<file path="config.mk">
export PLATFORM = sky130hd
export DESIGN_NAME = mbist_march_engine
export DESIGN_NICKNAME = d
export VERILOG_FILES = /design/src/rtl/mbist_pkg.sv /design/src/rtl/mbist_addr_gen.sv /design/src/rtl/mbist_march_engine.sv
export SDC_FILE = /design/constraint.sdc
export NUM_CORES = 1
export LEC_CHECK = 0
export ABC_AREA = 1
export CORE_MARGIN = 3
export CORE_UTILIZATION = 40
export CTS_CLUSTER_SIZE = 24
export DETAILED_ROUTE_END_ITERATION = 8
export GPL_TIMING_DRIVEN = 0
export PLACE_DENSITY = 0.66
export SETUP_SLACK_MARGIN = 0.05
export SKIP_LAST_GASP = 1
export SLEW_MARGIN = 20
export SYNTH_ARGS = -nofsm -noshare
export SYNTH_HDL_FRONTEND = slang
export SYNTH_SLANG_ARGS = --single-unit
</file>
<file path="constraint.sdc">
create_clock -name clk -period 2.2 [get_ports clk]
set_input_delay 0.22 -clock clk [delete_from_list [all_inputs] [get_ports clk]]
set_output_delay 0.22 -clock clk [all_outputs]
set_load 0.005 [all_outputs]
</file>
<file path="src/rtl/mbist_pkg.sv">
// Shared types and the March element table for the MBIST engine.
// elem_info() is the single place that encodes March C- and MATS+.
package mbist_pkg;

  typedef enum logic [1:0] {IDLE, RUN, DRAIN, DONE} state_e;
  typedef enum logic [1:0] {W0, W1, R0, R1} op_e;
  typedef enum logic {UP, DN} dir_e;
  typedef enum logic {MARCH_CM, MATS_P} algo_e;

  typedef struct packed {
    logic [1:0] num_ops;
    op_e [0:1]  op;
    dir_e       dir;
    logic       is_last;
  } elem_info_t;

  function automatic elem_info_t elem_info(algo_e algo, logic [2:0] elem);
    elem_info_t ei;
    ei.num_ops = 2'd2;
    ei.op[0]   = R0;
    ei.op[1]   = W1;
    ei.dir     = UP;
    ei.is_last = 1'b0;
    if (algo == MARCH_CM) begin
      case (elem)
        3'd0: begin ei.num_ops = 2'd1; ei.op[0] = W0; ei.op[1] = W0; end
        3'd1: begin ei.op[0] = R0; ei.op[1] = W1; end
        3'd2: begin ei.op[0] = R1; ei.op[1] = W0; end
        3'd3: begin ei.op[0] = R0; ei.op[1] = W1; ei.dir = DN; end
        3'd4: begin ei.op[0] = R1; ei.op[1] = W0; ei.dir = DN; end
        3'd5: begin ei.num_ops = 2'd1; ei.op[0] = R0; ei.op[1] = R0; ei.is_last = 1'b1; end
        default: begin ei.num_ops = 2'd1; ei.op[0] = W0; ei.op[1] = W0; ei.is_last = 1'b1; end
      endcase
    end else begin
      case (elem)
        3'd0: begin ei.num_ops = 2'd1; ei.op[0] = W0; ei.op[1] = W0; end
        3'd1: begin ei.op[0] = R0; ei.op[1] = W1; end
        3'd2: begin ei.op[0] = R1; ei.op[1] = W0; ei.dir = DN; ei.is_last = 1'b1; end
        default: begin ei.num_ops = 2'd1; ei.op[0] = W0; ei.op[1] = W0; ei.is_last = 1'b1; end
      endcase
    end
    return ei;
  endfunction

  function automatic dir_e first_dir(algo_e algo, logic [2:0] elem);
    elem_info_t ei;
    ei = elem_info(algo, elem);
    return ei.dir;
  endfunction

endpackage

</file>
<file path="src/rtl/mbist_addr_gen.sv">
// Up/down address counter for one March element: load-first, step, and a
// last-address flag so element boundaries never rely on counter wrap.
module mbist_addr_gen
  import mbist_pkg::*;
#(
  parameter int ADDR_W = 8
) (
  input  logic              clk,
  input  logic              rst,
  input  logic              load,
  input  logic              load_dir,
  input  logic              step,
  input  logic              dir,
  output logic [ADDR_W-1:0] addr,
  output logic              last
);

  always_ff @(posedge clk or posedge rst) begin
    if (rst) begin
      addr <= '0;
    end else if (load) begin
      addr <= (dir_e'(load_dir) == DN) ? '1 : '0;
    end else if (step) begin
      addr <= (dir_e'(dir) == DN) ? addr - ADDR_W'(1) : addr + ADDR_W'(1);
    end
  end

  assign last = (dir_e'(dir) == DN) ? (addr == '0) : (addr == '1);

endmodule

</file>
<file path="src/rtl/mbist_march_engine.sv">
// March C- / MATS+ BIST engine for a single-port SRAM with 1-cycle read latency.
// Issues one op per cycle, compares reads on the fly, captures the first failure.
module mbist_march_engine
  import mbist_pkg::*;
#(
  parameter int ADDR_W = 8,
  parameter int DATA_W = 8,
  parameter int CNT_W  = 16
) (
  input  logic              clk,
  input  logic              rst,
  input  logic              start,
  input  logic              abort,
  input  logic              algo_sel,
  input  logic [DATA_W-1:0] bg,
  input  logic [DATA_W-1:0] mem_rdata,
  output logic              test_mode,
  output logic              mem_en,
  output logic              mem_we,
  output logic [ADDR_W-1:0] mem_addr,
  output logic [DATA_W-1:0] mem_wdata,
  output logic              busy,
  output logic              done,
  output logic              pass,
  output logic [ADDR_W-1:0] fail_addr,
  output logic [2:0]        fail_elem,
  output logic [DATA_W-1:0] fail_syn,
  output logic [CNT_W-1:0]  fail_cnt
);

  function automatic logic [CNT_W-1:0] sat_inc(input logic [CNT_W-1:0] c);
    return (&c) ? c : c + CNT_W'(1);
  endfunction

  state_e            state, state_n;
  algo_e             algo_q;
  logic [DATA_W-1:0] bg_q;
  logic [2:0]        elem_q;
  logic              op_q, drain_q;
  elem_info_t        cur_info;
  op_e               cur_op;
  logic              last_op, cur_is_write, run, abort_hit;
  logic [DATA_W-1:0] pattern;
  logic [ADDR_W-1:0] addr;
  logic              addr_last;
  logic              launch, ag_load, ag_step, elem_inc, op_set, op_clr;
  dir_e              ag_load_dir;
  logic [DATA_W-1:0] exp_p1;
  logic [ADDR_W-1:0] addr_p1;
  logic [2:0]        elem_p1;
  logic              vld_p1, mismatch;

  assign cur_info     = elem_info(algo_q, elem_q);
  assign cur_op       = op_q ? cur_info.op[1] : cur_info.op[0];
  assign last_op      = (cur_info.num_ops == 2'd1) || op_q;
  assign cur_is_write = (cur_op == W0) || (cur_op == W1);
  assign pattern      = ((cur_op == W1) || (cur_op == R1)) ? ~bg_q : bg_q;
  assign run          = (state == RUN);
  assign busy         = (state == RUN) || (state == DRAIN);
  assign abort_hit    = abort && busy;

  mbist_addr_gen #(.ADDR_W(ADDR_W)) u_addr_gen (
    .clk      (clk),
    .rst      (rst),
    .load     (ag_load),
    .load_dir (ag_load_dir),
    .step     (ag_step),
    .dir      (cur_info.dir),
    .addr     (addr),
    .last     (addr_last)
  );

  always_ff @(posedge clk or posedge rst) begin
    if (rst) state <= IDLE;
    else     state <= state_n;
  end

  always_comb begin
    state_n     = state;
    launch      = 1'b0;
    ag_load     = 1'b0;
    ag_load_dir = UP;
    ag_step     = 1'b0;
    elem_inc    = 1'b0;
    op_set      = 1'b0;
    op_clr      = 1'b0;
    case (state)
      IDLE, DONE: begin
        if (start) begin
          state_n = RUN;
          launch  = 1'b1;
          ag_load = 1'b1;
        end
      end
      RUN: begin
        if (abort) begin
          state_n = IDLE;
        end else if (!last_op) begin
          op_set = 1'b1;
        end else begin
          op_clr = 1'b1;
          if (!addr_last) begin
            ag_step = 1'b1;
          end else if (cur_info.is_last) begin
            state_n = DRAIN;
          end else begin
            elem_inc    = 1'b1;
            ag_load     = 1'b1;
            ag_load_dir = first_dir(algo_q, elem_q + 3'd1);
          end
        end
      end
      // Two drain cycles: one for the SRAM read latency, one to commit the compare.
      DRAIN: begin
        if (abort)        state_n = IDLE;
        else if (drain_q) state_n = DONE;
      end
      default: state_n = IDLE;
    endcase
  end

  always_ff @(posedge clk or posedge rst) begin
    if (rst) begin
      algo_q  <= MARCH_CM;
      elem_q  <= '0;
      op_q    <= 1'b0;
      drain_q <= 1'b0;
    end else begin
      drain_q <= (state == DRAIN);
      if (launch) begin
        algo_q <= algo_e'(algo_sel);
        elem_q <= '0;
        op_q   <= 1'b0;
      end else begin
        if (elem_inc) elem_q <= elem_q + 3'd1;
        if (op_set)      op_q <= 1'b1;
        else if (op_clr) op_q <= 1'b0;
      end
    end
  end

  always_ff @(posedge clk) begin
    if (launch) bg_q <= bg;
  end

  // Stage p1: expectation registered with each issued read
  always_ff @(posedge clk) begin
    if (run && !cur_is_write) begin
      exp_p1  <= pattern;
      addr_p1 <= addr;
      elem_p1 <= elem_q;
    end
  end

  always_ff @(posedge clk or posedge rst) begin
    if (rst) vld_p1 <= 1'b0;
    else     vld_p1 <= run && !cur_is_write && !abort;
  end

  // Stage p2: compare returning read data, count and capture first failure
  assign mismatch = vld_p1 && !abort_hit && (mem_rdata != exp_p1);

  always_ff @(posedge clk or posedge rst) begin
    if (rst) begin
      fail_addr <= '0;
      fail_elem <= '0;
      fail_syn  <= '0;
      fail_cnt  <= '0;
    end else if (launch) begin
      fail_addr <= '0;
      fail_elem <= '0;
      fail_syn  <= '0;
      fail_cnt  <= '0;
    end else if (mismatch) begin
      fail_cnt <= sat_inc(fail_cnt);
      if (fail_cnt == '0) begin
        fail_addr <= addr_p1;
        fail_elem <= elem_p1;
        fail_syn  <= exp_p1 ^ mem_rdata;
      end
    end
  end

  assign test_mode = busy;
  assign mem_en    = run;
  assign mem_we    = run && cur_is_write;
  assign mem_addr  = run ? addr : '0;
  assign mem_wdata = (run && cur_is_write) ? pattern : '0;
  assign done      = (state == DONE);
  assign pass      = done && (fail_cnt == '0);

endmodule

</file>
; ---- Word level (Yosys, flattened, before mapping)
; Index checks and enable logic that the tools add are counted.
[word_totals]
output_inout_bits = 57
in_bits = 21
ff_bits = 79
[classes]
n_addsub = 4
n_mux = 71
reduce_logical = 40
n_eq_ne = 23
n_bitwise = 2
[op_table]
columns = operator, n
row1 = 8-bit two-way mux, 14
row2 = 16-bit two-way mux, 3
row3 = 1-bit two-way mux, 34
row4 = 2-bit two-way mux, 11
row5 = "16-bit by 1-bit adder with 16-bit output, second input constant", 1
row6 = 16-bit zero test, 1
row7 = 16-bit AND reduction, 1
row8 = 2-bit OR reduction, 8
row9 = 3-bit two-way mux, 5
row10 = "3-bit by 2-bit == test with 1-bit output, second input constant", 4
row11 = 4-bit one-hot mux with 3 select lines, 1
row12 = 5-bit OR reduction, 2
row13 = "3-bit == test, second input constant", 3
row14 = "3-bit inequality test, second input constant", 3
row15 = "8-bit by 1-bit adder with 8-bit output, second input constant", 1
row16 = "8-bit == test, second input constant", 1
row17 = 8-bit zero test, 1
row18 = 8-bit inequality test, 1
row19 = 8-bit inverter, 1
row20 = 4-bit one-hot mux with 2 select lines, 1
row21 = 2-bit nonzero test, 4
row22 = "8-bit by 1-bit subtractor with 8-bit output, second input constant", 1
row23 = 8-bit bitwise XOR, 1
row24 = 1-bit logical AND, 7
row25 = other kinds (16), 30

; ---- Longest topological paths before layout
[depth]
depth_word = 12
mapped_depth = 16
depth_no_buf = 16

; ---- Cells and area by module
; A second synthesis with hierarchy kept.
[unflattened]
cells_unflattened = 614
area_unflattened_um2 = 4683.2
[by_module_without_submodules]
columns = mod, area_per_inst_um2, cells_each, n_inst, seq_area_each_um2
row1 = mbist_march_engine, 3988.8, 511, 1, 1911.8
row2 = mbist_addr_gen, 694.4, 103, 1, 200.2

; ---- Worst setup path after synthesis
; No wires, ideal clock.
[synth_timing]
path_type = reg2reg
from = reg elem_q[0]
to = reg addr_p1[0] (enable)
synth_period_minus_slack_ps = 2308
setup_ps = 395
path_stages_with_launch = 9
slack_ps = -108
required_ps = 1805
t_arrival_ps = 1914
n_path_buf = 0
path_cell_list = dfrtp_1 ha_1 ha_1 inv_1 nand2_1 nand2_1 nand2_1 a32oi_1 nor2_1
[synth_between]
elab_chain_cells = 9
[synth_rtl]
columns = element, line
row1 = start: declaration, mbist_march_engine.sv:38  ; logic [2:0] elem_q;
row2 = start signal: assignment, mbist_march_engine.sv:135  ; if (elem_inc) elem_q <= elem_q + 3'd1;
row3 = "3-bit by 2-bit == test with 1-bit output, or another cell as far along", "mbist_pkg.sv:25, mbist_pkg.sv:35"
row4 = 2-bit OR reduction (no line), --
row5 = 4-bit one-hot mux with 3 select lines, mbist_pkg.sv:25  ; case (elem)
row6 = 8-bit two-way mux (*), mbist_pkg.sv:24  ; if (algo == MARCH_CM) begin
row7 = 2-bit two-way mux (*), mbist_march_engine.sv:54  ; assign cur_op = op_q ? cur_info.op[1] : cur_info.op[0];
row8 = 2-bit by 1-bit == test with 1-bit output / 2-bit zero test (equally long branches), mbist_march_engine.sv:56  ; assign cur_is_write = (cur_op == W0) || (cur_op == W1);
row9 = 1-bit logical OR (*), mbist_march_engine.sv:56
row10 = 1-bit zero test (*), mbist_march_engine.sv:148  ; if (run && !cur_is_write) begin
row11 = 1-bit logical AND (*), mbist_march_engine.sv:148
row12 = end signal: assignment, mbist_march_engine.sv:150  ; addr_p1 <= addr;
row13 = end: declaration, mbist_march_engine.sv:49  ; logic [ADDR_W-1:0] addr_p1;
; Mark *: on every way between the ends. The rest lies on a longest branch, timed or not.
; A chain may end at the register's enable or synchronous reset.

; ---- Final worst setup path
[layout_timing]
from = reg elem_q[1]
to = out mem_wdata[3]
[layout_between]
elab_chain_cells = 9
[layout_rtl]
columns = element, line
row1 = "3-bit by 2-bit == test with 1-bit output, or another cell as far along", "mbist_pkg.sv:25, mbist_pkg.sv:35"
row2 = 2-bit OR reduction (no line), --
row3 = 4-bit one-hot mux with 3 select lines, mbist_pkg.sv:25
row4 = 8-bit two-way mux (*), mbist_pkg.sv:24
row5 = 2-bit two-way mux (*), mbist_march_engine.sv:54
row6 = "2-bit by 1-bit == test with 1-bit output, or another cell as far along", "mbist_march_engine.sv:56, mbist_march_engine.sv:57"
row7 = "1-bit logical OR, on equally long branches", "mbist_march_engine.sv:57, mbist_march_engine.sv:56"
row8 = 8-bit two-way mux / 1-bit logical AND (equally long branches), "mbist_march_engine.sv:57, mbist_march_engine.sv:188"
row9 = 8-bit two-way mux (*), mbist_march_engine.sv:188  ; assign mem_wdata = (run && cur_is_write) ? pattern : '0;
row10 = end: declaration, mbist_march_engine.sv:21  ; output logic [DATA_W-1:0] mem_wdata,
; Marked as above.

==> impl_metrics.json <==
{
  "initial_utilization_pct": 42.2,
  "max_freq_mhz": 407,
  "synthCells": 529,
  "finalCriticalPeriod_ns": 2.46,
  "area_delta_synth_final_pct": 47.2,
  "hp-class": "in2async",
  "start_kind": "flop",
  "drt-total-wl_um": 13100,
  "drv_cap": 0,
  "finalSetupViolations": 18,
  "pre_cts_slack_ns": -0.476,
  "critical_path.cell_chain": "buf_6 -> inv_8 -> ha_4 -> nand2_2 -> nand2_2 -> nand2_2 -> nand2_4 -> a32oi_4 -> nand2_4 -> buf_6 -> buf_6 -> nor2_4 -> buf_6",
  "cts_max_level": 3,
  "power_uw": 7120,
  "fillers": 828,
  "worst_pin_slew_ns": 0.673,
  "gp_congestion": 0.944,
  "synth_seq_cells": 79,
  "core_area_um2": 10600,
  "cts_hold_buf": 0,
  "synth-edff-count": 27,
  "cp.arrival_ns": 2.24,
  "endpoint_kind": "output pin",
  "vias_per_cell": 5.01,
  "violations": "setup timing",
  "ir_drop_mv": 0.700,
  "synth_compound_area_share_pct": 4.48,
  "root_buffer": "clkbuf_8",
  "gr-total-overflow": 0,
  "die_w_um": 112,
  "crit_type": "reg2out",
  "die_h_um": 112,
  "fin_crit_sh_pct": 112,
  "synth_top_family_by_area": "simple AND/OR/NAND/NOR gates",
  "synth_area_um2": 4470,
  "first_global_vias": 4218,
  "route.vias.total": 4079,
  "worst_slack_ns": -0.260,
  "p_leak_uw": 0.00311,
  "tns_ns": -2.94,
  "finClkSkew_ns": 0.0168,
  "grt_usage_pct": 20.1,
  "finalMaxSlewViolations": 0,
  "synthArstFlopShare_pct": 65.8,
  "grt_max_degree": 53,
  "reg2regPathDepth": 15,
  "nNetsFinal": 711,
  "clock_latency_ns": 0.36,
  "cp.required_ns": 1.98,
  "dp.cells": 742,
  "ys.flop_type": "dfrtp_1",
  "dieArea_um2": 12500,
  "clk_path_buf_depth": 2,
  "p_per_area_nw_per_um2": 1080,
  "hold_viol_final": 0,
  "cp_max_fo": 4,
  "outcome": "finished with violations",
  "yosysWarningCount": 0,
  "synthXorXnorAreaFrac_pct": 6.66,
  "fp-row-count": 37,
  "ys_seq_area_share_pct": 47.2,
  "dr.pass1.iters": 5,
  "hpwl_um": 8200,
  "n_antenna_cell": 0,
  "slowest_stage": "dfrtp_2",
  "synth_top_area_share_pct": 29.1,
  "ant_nets": 0,
  "grt_pass1_wl_um": 20400,
  "io_buffers": 77,
  "avgRoutedWirePerCell_um": 16.1,
  "r2r_slack_ns": -0.25,
  "synth_area_leaders": "dfrtp_1, edfxtp_1, nand2_1",
  "synth_cell_type_count": 44,
  "synth_area_leader_cell": "dfrtp_1",
  "drive_above_1_share_pct": 27.3,
  "cts_tree": "done",
  "drc": 0,
  "synth_fa_ha_area_share_pct": 4.93,
  "synth.net_count": 567,
  "avgSynthCellArea_um2": 8.45,
  "rsz0062_at_grt": "true",
  "finalNonFillerCells": 814,
  "clock-sinks": 79,
  "path_clk_slew_ns": 0.09,
  "synth_most_common_cell": "nand2_1",
  "synthTopCellsByCount": "nand2_1, nand3_1, inv_1",
  "slowest_delay_ns": 0.45,
  "ios": 78,
  "cts_buffers": 9,
  "drt_iter0_drc": 294,
  "post-route-util_pct": 62.1,
  "synth_simple_gate_area_share_pct": 29.8,
  "path_common_cell": "buf_6",
  "grt_antenna_before_repair": 0,
  "synthMuxAreaShare_pct": 0.224,
  "relSlewSlack_pct": 55.1
}
area by class of cell:
class	instances	area (um2)	area share (%)
buffer	12	93.8	1.43
clock buffer	10	128	1.94
multi-input combinational	383	2500	38.0
tap	136	170	2.59
inverter	57	239	3.63
sequential	79	2130	32.3
clock inverter	6	86.3	1.31
timing repair buffer	131	1240	18.8
registers in the layout, indices dropped and copies added (netlist names), 8 cells and up:
register         count
fail_cnt            16
addr_p1              8
bg_q                 8
exp_p1               8
fail_addr            8
fail_syn             8
u_addr_gen.addr      8
worst max-delay path: cells and delay by family (launching register included):
family	cells	cell delay, ns
and+or+nand+nor	6	0.48
DFF	1	0.45
AOI/OAI and AO/OA	1	0.24
buffers and inverters	5	0.53
adders and majority gates	1	0.17
per-stage QoR:
stage | hold slack (ns) | cell area (um2)
floorplan | 0.319 | 4490
global placement | 0.425 | 5430
detailed placement | 0.425 | 5430
CTS | 0.338 | 6220
global route | 0.357 | 6580
finish | 0.312 | 6580
power by group:
group | internal, uW | switching [uW] | total, uW
Combinational | 1810 | 2060 | 3870
Sequential | 1810 | 258 | 2070
Clock | 638 | 547 | 1190
kinds of logic after synthesis:
group                      Yosys count
adders and majority gates           17
buffers and inverters               70
muxes                                1
AOI/OAI and AO/OA                   29
and+or+nand+nor                    299
DFF                                 79
xor gates and xnor gates            34
placed cells by master (no fill, tap or decap), types with 5 or more instances in the layout:
cell type,count
buf_6,21
ha_1,5
o21ai_0,6
nand3_2,6
dfrtp_1,41
xor2_2,6
ha_4,11
nand2_2,12
clkdlybuf4s50_1,67
dfrtp_2,11
inv_1,43
nand3_1,49
clkbuf_8,9
nand2_1,152
nand4_1,7
inv_2,9
nand2_4,6
buf_4,38
xor2_1,21
buf_2,7
nor2_4,6
nor2_1,41
xnor2_1,6
edfxtp_1,27
nor3_1,8
worst paths after layout:
check	endpoint	startpoint
setup / recovery	mem_wdata[3]	elem_q[1]
hold / removal	fail_cnt[14]	rst
setup reg to reg	exp_p1[4]	elem_q[1]
hold reg to reg	fail_elem[0]	elem_p1[0]
max in group asynchronous	fail_cnt[0]	rst
min in group clk	bg_q[5]	bg[5]
layer usage:
| metal | routed length [um] | up-vias | GRT usage (%) | part of all wire, % |
|---|---|---|---|---|
| met4 | 257 | 0 | 7.38 | 2.0 |
| met2 | 6940 | 101 | 35.6 | 53 |
| met1 | 5310 | 1972 | 24.1 | 41 |
| met5 | 0 | - | 0 | 0 |
| met3 | 572 | 23 | 3.97 | 4.4 |
| li1 | - | 1983 | - | - |
repair_timing:
action                                  4_1_cts  5_1_grt
gates cloned                                  3        1
buffers inserted                             34       19
pin swaps                                    23       25
gates resized for setup                     104       67
endpoints found under the setup margin       72       55
Note: power is estimated with default switching activity, not from simulation.
==> variant: new RTL, same settings <==
The parameter `DATA_W` goes from 8 to 6.
--- a/src/rtl/mbist_march_engine.sv
+++ b/src/rtl/mbist_march_engine.sv
@@ -4,7 +4,7 @@
   import mbist_pkg::*;
 #(
   parameter int ADDR_W = 8,
-  parameter int DATA_W = 8,
+  parameter int DATA_W = 6,
   parameter int CNT_W  = 16
 ) (
   input  logic              clk,
Interface: changed (resized bg, fail_syn, mem_rdata and mem_wdata); port bits go from 78 to 70. No check against the original RTL was run, so the function may have changed too.
==> variant against the original RTL <==
- the run still ends with negative setup slack left
- synthesized area is 5.7% lower
- sequential cell count decreased by 6
- wire length shrank 6.2%
- worst setup slack improved by 0.027 ns
- clock skew is 0.0072 ns lower
- critical path depth shrank 2
- die area is 5.4% lower
- final area down 4.7%
- total power grew 7.1%
- critical path type unchanged
- largest power group unchanged
- highest routed layer unchanged
==> variant: results <==
export IMPL_grt_pass1_wl_um=18900
export IMPL_met1_length_um=5310
export IMPL_placed_area_sq_mm=0.00511
export IMPL_post_cts_buffers=27
export IMPL_outcome="finished with violations"
export IMPL_cp_max_fo=5
export IMPL_p_leak_nw=2.87
export IMPL_worstPathArrival_ns=2.21
export IMPL_route_met2_wl_um=5970
export IMPL_synth_adder_area_share_pct=5.23
export IMPL_setup_violations=12
export IMPL_failed_checks="negative setup slack"
export IMPL_ys_seq_area_share_pct=46.1
export IMPL_place_inst=697
export IMPL_setup_slack_ns=-0.233
export IMPL_wl_per_cell_um=16.1
export IMPL_met1_usage_pct=27.7
export IMPL_gp_congestion=0.903
export IMPL_grt_usage_pct=20.5
export IMPL_synth_compound_area_share_pct=6.12
export IMPL_synth_xor_area_share_pct=6.03
export IMPL_grt_max_degree=29
export IMPL_ir_drop_mv=0.761
export IMPL_ys_async_sr_fraction_pct=68.5
export IMPL_drt_total_wl_um=12300
export IMPL_grt_pass1_vias=3733
export IMPL_synth_area_leaders="dfrtp_1, edfxtp_1, nand2_1"
export IMPL_synth_cells=494
variant: cell count changes in the layout (fill, tap and decap cells not counted), sizes merged, moves of 3 or more:
| cell | before | now |
|---|---|---|
| nor3 | 8 | 11 |
| edfxtp | 27 | 23 |
| inv | 57 | 51 |
| o21ai | 11 | 16 |
| xnor2 | 7 | 4 |
| nand3 | 59 | 67 |
| clkdlybuf4s50 | 67 | 61 |
| nand2 | 172 | 144 |
| buf | 69 | 65 |
| nor2 | 51 | 40 |
variant: worst paths after layout:
kind                                  from            endpoint  slack (ns)  cells past startpoint
worst max-delay path             elem_q[1]        mem_wdata[4]       -0.23                     11
worst min-delay path                   rst              algo_q        0.21                      2
worst max register to register   elem_q[1]  u_addr_gen.addr[6]       -0.15                     15
worst min register to register  addr_p1[2]        fail_addr[2]        0.47                      2
max in group asynchronous              rst         fail_cnt[0]        1.43                      3
min in group clk                     bg[0]             bg_q[0]        0.41                      1
variant: worst max-delay path, delay by kind of cell (launching register included):
kind	cells	cell delay, ns
buf+inv	4	0.55
fa+ha+maj	1	0.16
xor+xnor	1	0.21
simple gates	4	0.24
flops	1	0.48
compound gates	1	0.20
variant: logic make-up after synthesis:
group,after synthesis
AO/OA/AOI/OAI,36
XOR/XNOR,29
AND/OR/NAND/NOR,273
flip-flops,73
buffers and inverters,65
multiplexers,1
adder cells (fa/ha/maj),17
variant: layout make-up:
type	count	area [sq um]
flip-flops and latches	73	1950
well taps	133	166
multi-input cells	358	2520
inverters	52	211
repair buffers	117	1120
clock buffers	11	131
fillers	795	3730
clock inverters	5	80.1
plain buffers	13	95.1
variant: where the power goes:
group / leakage, nW / internal (mW) / total, mW / switching (mW)
Sequential: 0.875 / 1.79 / 2.18 / 0.396
Clock: 0.101 / 0.638 / 1.16 / 0.522
Combinational: 1.90 / 2.07 / 4.28 / 2.22
